[config.mk]
export PLATFORM = sky130hd
export DESIGN_NAME = register_file_2r1w_flat
export DESIGN_NICKNAME = d
export VERILOG_FILES = /design/src/rtl/register_file_2r1w_if.sv /design/src/rtl/register_file_2r1w.sv /design/src/flat_wrapper.sv
export SDC_FILE = /design/constraint.sdc
export NUM_CORES = 2
export LEC_CHECK = 0
export BUFFER_PORTS_ARGS = -buffer_cell sky130_fd_sc_hd__buf_4
export CAP_MARGIN = 5
export CORE_MARGIN = 2
export CORE_UTILIZATION = 60
export DETAILED_ROUTE_END_ITERATION = 16
export GPL_TIMING_DRIVEN = 0
export PLACE_DENSITY = 0.77
export SLEW_MARGIN = 20
export SYNTH_ARGS = -nofsm -noshare
export SYNTH_HDL_FRONTEND = slang
export SYNTH_SLANG_ARGS = --single-unit
[constraint.sdc]
create_clock -name clk -period 2.2 [get_ports clk]
set_input_delay 0.22 -clock clk [delete_from_list [all_inputs] [get_ports clk]]
set_output_delay 0.22 -clock clk [all_outputs]
set_load 0.05 [all_outputs]
[src/rtl/register_file_2r1w_if.sv]
// Register file access bundle: one write port and two read ports.
//
// Signals
//   wr_ena    write enable
//   wr_addr   write address   (ADDR_W bits)
//   wr_data   write data      (N bits)
//   rd_addr0  read port 0 address, rd_data0 read port 0 data
//   rd_addr1  read port 1 address, rd_data1 read port 1 data
//
// Modports
//   master  the side that issues addresses and write data (decode/writeback)
//   slave   the register file itself
interface register_file_2r1w_if #(
    parameter int N      = 32,
    parameter int ADDR_W = 5
);
    logic              wr_ena;
    logic [ADDR_W-1:0] wr_addr;
    logic [N-1:0]      wr_data;
    logic [ADDR_W-1:0] rd_addr0;
    logic [N-1:0]      rd_data0;
    logic [ADDR_W-1:0] rd_addr1;
    logic [N-1:0]      rd_data1;

    modport master (
        output wr_ena, wr_addr, wr_data, rd_addr0, rd_addr1,
        input  rd_data0, rd_data1
    );

    modport slave (
        input  wr_ena, wr_addr, wr_data, rd_addr0, rd_addr1,
        output rd_data0, rd_data1
    );
endinterface

[src/rtl/register_file_2r1w.sv]
// Parametrised register file with one synchronous write port and two
// independent combinational read ports, for the CPU operand path.
//
// Ports
//   clk   clock, all storage updates on the rising edge
//   rst   synchronous active-high reset, clears every register
//   bus   register_file_2r1w_if.slave: wr_ena/wr_addr/wr_data write port,
//         rd_addr0/rd_data0 and rd_addr1/rd_data1 read ports
//
// Parameters
//   N         data width
//   ADDR_W    address width
//   DEPTH     implemented registers (2..2**ADDR_W); other addresses read 0
//             and ignore writes
//   ZERO_REG  1: register 0 reads 0 and ignores writes
//   BYPASS    1: a same-cycle write is forwarded to a matching read port
module register_file_2r1w #(
    parameter int N        = 32,
    parameter int ADDR_W   = 5,
    parameter int DEPTH    = 32,
    parameter int ZERO_REG = 1,
    parameter int BYPASS   = 0
) (
    input  logic                 clk,
    input  logic                 rst,
    register_file_2r1w_if.slave  bus
);

    logic [N-1:0] mem [DEPTH];
    logic         wr_legal;
    logic         fwd_ok;

    // An address names real, readable/writable storage only when it is below
    // DEPTH and is not the hardwired zero register.
    function automatic logic addr_live(input logic [ADDR_W-1:0] a);
        logic in_range;
        in_range = ({{(32-ADDR_W){1'b0}}, a} < DEPTH);
        return in_range && !((ZERO_REG != 0) && (a == '0));
    endfunction

    assign wr_legal = bus.wr_ena && addr_live(bus.wr_addr);

    // Forwarding follows exactly the writes that will land in storage, and
    // never while reset is discarding that write.
    assign fwd_ok = (BYPASS != 0) && wr_legal && !rst;

    always_ff @(posedge clk) begin
        if (rst) begin
            for (int i = 0; i < DEPTH; i++) begin
                mem[i] <= '0;
            end
        end else if (wr_legal) begin
            mem[bus.wr_addr] <= bus.wr_data;
        end
    end

    always_comb begin
        bus.rd_data0 = '0;
        if (addr_live(bus.rd_addr0)) begin
            bus.rd_data0 = mem[bus.rd_addr0];
        end
        if (fwd_ok && (bus.rd_addr0 == bus.wr_addr)) begin
            bus.rd_data0 = bus.wr_data;
        end
    end

    always_comb begin
        bus.rd_data1 = '0;
        if (addr_live(bus.rd_addr1)) begin
            bus.rd_data1 = mem[bus.rd_addr1];
        end
        if (fwd_ok && (bus.rd_addr1 == bus.wr_addr)) begin
            bus.rd_data1 = bus.wr_data;
        end
    end

endmodule

[src/flat_wrapper.sv]
// flat-port wrapper written by rule: the top's interface ports become plain ports
module register_file_2r1w_flat 
#(
    parameter int N        = 32,
    parameter int ADDR_W   = 5,
    parameter int DEPTH    = 32,
    parameter int ZERO_REG = 1,
    parameter int BYPASS   = 0
)
  (clk, rst, bus_wr_ena, bus_wr_addr, bus_wr_data, bus_rd_addr0, bus_rd_addr1, bus_rd_data0, bus_rd_data1);
  register_file_2r1w_if #(.N(N), .ADDR_W(ADDR_W)) bus_i ();
  input  logic clk;
  input  logic rst;
  input wire logic [$bits(bus_i.wr_ena)-1:0] bus_wr_ena;
  input wire logic [$bits(bus_i.wr_addr)-1:0] bus_wr_addr;
  input wire logic [$bits(bus_i.wr_data)-1:0] bus_wr_data;
  input wire logic [$bits(bus_i.rd_addr0)-1:0] bus_rd_addr0;
  input wire logic [$bits(bus_i.rd_addr1)-1:0] bus_rd_addr1;
  output wire logic [$bits(bus_i.rd_data0)-1:0] bus_rd_data0;
  output wire logic [$bits(bus_i.rd_data1)-1:0] bus_rd_data1;
  assign bus_i.wr_ena = bus_wr_ena;
  assign bus_i.wr_addr = bus_wr_addr;
  assign bus_i.wr_data = bus_wr_data;
  assign bus_i.rd_addr0 = bus_rd_addr0;
  assign bus_i.rd_addr1 = bus_rd_addr1;
  assign bus_rd_data0 = bus_i.rd_data0;
  assign bus_rd_data1 = bus_i.rd_data1;
  register_file_2r1w #(.N(N), .ADDR_W(ADDR_W), .DEPTH(DEPTH), .ZERO_REG(ZERO_REG), .BYPASS(BYPASS)) u_core (.clk(clk), .rst(rst), .bus(bus_i));
endmodule
Yosys cells after proc, flatten, opt, wreduce, memory -nomap -nowiden:

Memory sizes are Yosys's and may differ from the RTL's.
Cells that the tools add are included.

* bits in registers: 0
* memory bits (writable): 1024
* output and inout bits: 64
* logic and storage cells: 17
* memories: 1

Memory list
* u_core.mem: depth 32, width 32, rd ports 2, clocked after memory_dff 0, write ports 32, RTL line register_file_2r1w.sv:29 `logic [N-1:0] mem [DEPTH];`

* multiplexer cells: 10
* reduce and logical (&&, ||, !) cells: 6

Operator list (count)
* $mux 32: 3
* $reduce_or 32->1: 1
* $logic_not 5->1: 3
* $mux 1: 6
* $mux 5: 1
* $logic_and 1x1->1: 1
* $logic_not 1->1: 1

Depth between registers and ports, before layout:

* depth in word-level cells: 8
* mapped depth: 8

Worst setup path after synthesis:

No wires, ideal clock.

* kind: input to output
* start: in bus_rd_addr0[1]
* end: out bus_rd_data0[28]
* data arrival time: 2.580 ns
* required time: 1.980 ns
* slack: -0.600 ns
* stages: 7
* cell sequence: buf_4 buf_6 nor2b_1 clkbuf_1 a221oi_1 o21ai_0 a311oi_1

* longest elaborated chain between the ends: 2
* elaborated cells between the ends (all ways): 3

Ends and longest elaborated chain
* start: declaration: RTL line flat_wrapper.sv:17 `input wire logic [$bits(bus_i.rd_addr0)-1:0] bus_rd_addr0;`
* $mem_v2 32x32 or $logic_not 5->1 (tied branches)
* $mux 32 (*): RTL line register_file_2r1w.sv:59 `if (addr_live(bus.rd_addr0)) begin`
* end: declaration: RTL line flat_wrapper.sv:19 `output wire logic [$bits(bus_i.rd_data0)-1:0] bus_rd_data0;`

Every way passes the cells marked *; elsewhere a longest branch is shown, timed or not.

Worst setup path after layout:

* start: in bus_rd_addr1[1]
* end: out bus_rd_data1[17]

* longest elaborated chain between the ends: 2
* elaborated cells between the ends (all ways): 3

Ends and longest elaborated chain
* start: declaration: RTL line flat_wrapper.sv:18 `input wire logic [$bits(bus_i.rd_addr1)-1:0] bus_rd_addr1;`
* $mem_v2 32x32 or $logic_not 5->1 (tied branches)
* $mux 32 (*): RTL line register_file_2r1w.sv:69 `if (addr_live(bus.rd_addr1)) begin`
* end: declaration: RTL line flat_wrapper.sv:20 `output wire logic [$bits(bus_i.rd_data1)-1:0] bus_rd_data1;`

Marks and branches as above.

==> reports/metrics.cfg <==
[global_routing]
grt_pass1_vias=38200
gr-usage-all-layers_pct=45.3
antenna_found_initial=3
grt_pass1_wl_um=290000
overflow=0
grt_max_degree=33

[cells_and_area]
largest-register=u_core.mem
n_fill_cell=5918
largestRegisters=u_core.mem (1024)
largest_reg_flops=1024
drive_above_1_share_pct=28.4
area_delta_synth_final_pct=17.9
multiInputGateArea_um2=25100
regArea_um2=30700
nets=4171

[critical_path]
crit_buf_inv=5
cp_top_family=buffers and inverters
path_cells=buf_4 > buf_2 > buf_6 > buf_4 > mux4_2 > a21oi_1 > a211oi_4 > buf_6
crit_fanout=10
cpPeakStageDelay_ps=510
crit_path_end_kind=output port
slowest_stage=a21oi_1
cp.arrival_ps=2750
cp_data_required_time_ps=1980
start_kind=input port
critPathKind=in2out

[synth]
async_flop_share_pct=0
synthXorXnorAreaFrac_pct=0
synth_area_um2=55000
synth.top_cell.area_share_pct=55.9
synth_compound_area_share_pct=5.16
synth_top_family_by_area=multiplexers
synthCells=3793
synth-simple-area-share_pct=13.6
muxShareOfSynthArea_pct=21.9
ys_seq_area_share_pct=55.9
synth-edff-count=1024
synth_area_per_cell_um2=14.5
yosys_warnings=0
synth_fa_ha_area_share_pct=0
synth.area.top_cells=edfxtp_1 (56%), mux4_2 (12%), and2_1 (11%), mux2i_1 (5.8%), mux4_1 (2.3%)
synth_seq_cells=1024
synth.distinct_cells=41
yosysTopAreaCell=edfxtp_1
synthFlopType=edfxtp_1

[cts]
cts_buffers=108
cts_sinks=1024
clk_transition_reported_paths_ps=70
htreeDepth=3
cts_root_buf=clkbuf_16
cts_tree=done
cts_buffer_depth=3

[power]
pwr-share-clk_pct=37.2
p_total_uw=50000
ir_drop_mv=0.669
intPower_uw=36200
p_leak_uw=0.0229
swShare_pct=27.5
p_comb_share_pct=16.4
p_switching_uw=13800
powerDensity_nw_per_um2=770
p_seq_share_pct=46.3

[die]
core_um2=91200
initial_core_util_pct=60.3
rows=111
die-area_um2=94200
die_w_um=307
io_pins=114
die_h_um=307

[detailed_routing]
antenna_left=0
route.vias.total=39500
dr.pass1.iters=6
viasPerCell=7.31
wire_per_inst_um=39.6
routed_wl_um=214000
drc=0
drt_iter0_drc=7126

[timing]
maxSlewViolCount=0
setup_viol=654
fin_tns_setup_ps=-81340
relSlewSlack_pct=33.7
clock.fmax_mhz=337
setup_ws_ps=-765
rsz0062_at_grt=true
finalCritPeriodShare_pct=135
tightest_slew_ps=994
fin_crit_ps=2970
final_hold_viol_count=0

[placed_design]
io_buffers=106
hpwl_um=143000
gp_congestion=0.996

[status]
violations=negative setup slack
outcome=finished with violations

[worst_hold_path]
hold_class=in2reg

[job]
maxCapViolations=0

[cells by family after synthesis]
group,Yosys count
and+or+nand+nor,1251
DFF,1024
muxes,736
buffers and inverters,414
AOI/OAI and AO/OA,367
other,1
[final cells by class]
cell class | instances | share of cell area (%)
clock inverters | 62 | 0.856
diodes | 4 | 0.0154
clock buffers | 140 | 4.52
plain buffers | 407 | 3.56
inverters | 2 | 0.0116
repair buffers | 190 | 2.71
well taps | 1186 | 2.29
multi-input cells | 2388 | 38.6
flip-flops and latches | 1024 | 47.4
[tightest hold or removal path, cell delays in order]
cell    delay, ps
buf_4         180
or3b_2        190
nor2_1        110
and2_1        170
[metrics by stage]
step                      utilization, %  hold slack, ps  instance area, µm²  setup slack [ps]  cells
final                               71.1             341               64900              -765   5403
after global routing                71.1             336               64900              -677   5401
after CTS                           70.4             278               64200              -633   5380
after detailed placement            64.0             559               58400             -1790   5116
after global placement              64.0             548               58400             -2120   5116
after floorplan                        -             418               56100             -87.6   3824
[layer usage]
layer,routed length (µm),vias to the layer above,GRT usage [%]
met5,207,-,1.24
met4,19900,4,34.7
met3,33200,847,16.2
met2,90700,3867,64.3
met1,70100,19600,56.9
li1,-,15200,-
[power by group through the flow]
stage	Sequential [µW]	Clock, µW	Combinational [µW]
2_1_floorplan	23300	0	4410
3_3_place_gp	23400	0	6860
3_5_place_dp	23500	0	6930
4_1_cts	23100	18300	7740
5_1_grt	23200	19000	8240
6_report	23200	18600	8210
[repair_timing]
action	4_1_cts	5_1_grt
endpoints found under the setup margin	816	403
hold endpoints to repair	32	0
pin swaps	51	74
cloned	0	2
buffers inserted	34	23
gates resized for setup	551	139
hold buffers	32	0
[final timing paths]
path	startpoint	end	slack, ps	cells past startpoint
setup / recovery	bus_rd_addr1[1]	bus_rd_data1[17]	-770	8
hold / removal	bus_wr_addr[3]	u_core.mem[6][31]	340	4
[cells in the final DEF, fill, tap and decap left out, drive strengths merged, types with 101 or more instances in the layout]
master,instances
edfxtp,1024
and2,994
clkbuf,425
mux4,352
mux2i,320
buf,278
nand2,101
[cell usage after synthesis, types with 2 or more instances]
library cell and number:
nand2b_1 2, o2111ai_1 17, clkbuf_1 297, and2_1 994, buf_4 49, a311oi_1 32
nand2_1 101, a211oi_1 64, edfxtp_1 1024, o21ai_0 47, a21oi_1 32, nand3b_1 4
buf_2 50, o221ai_1 64, inv_1 2, mux2i_1 320, mux2_2 64, buf_6 14
or3_1 2, nor2_1 37, nand4_1 32, a221oi_2 13, mux4_2 304, or2_2 31
a221oi_1 34, mux4_1 48, a22oi_1 64, nor2b_1 37, or3b_1 2
Power figures use the tool's default switching activity.
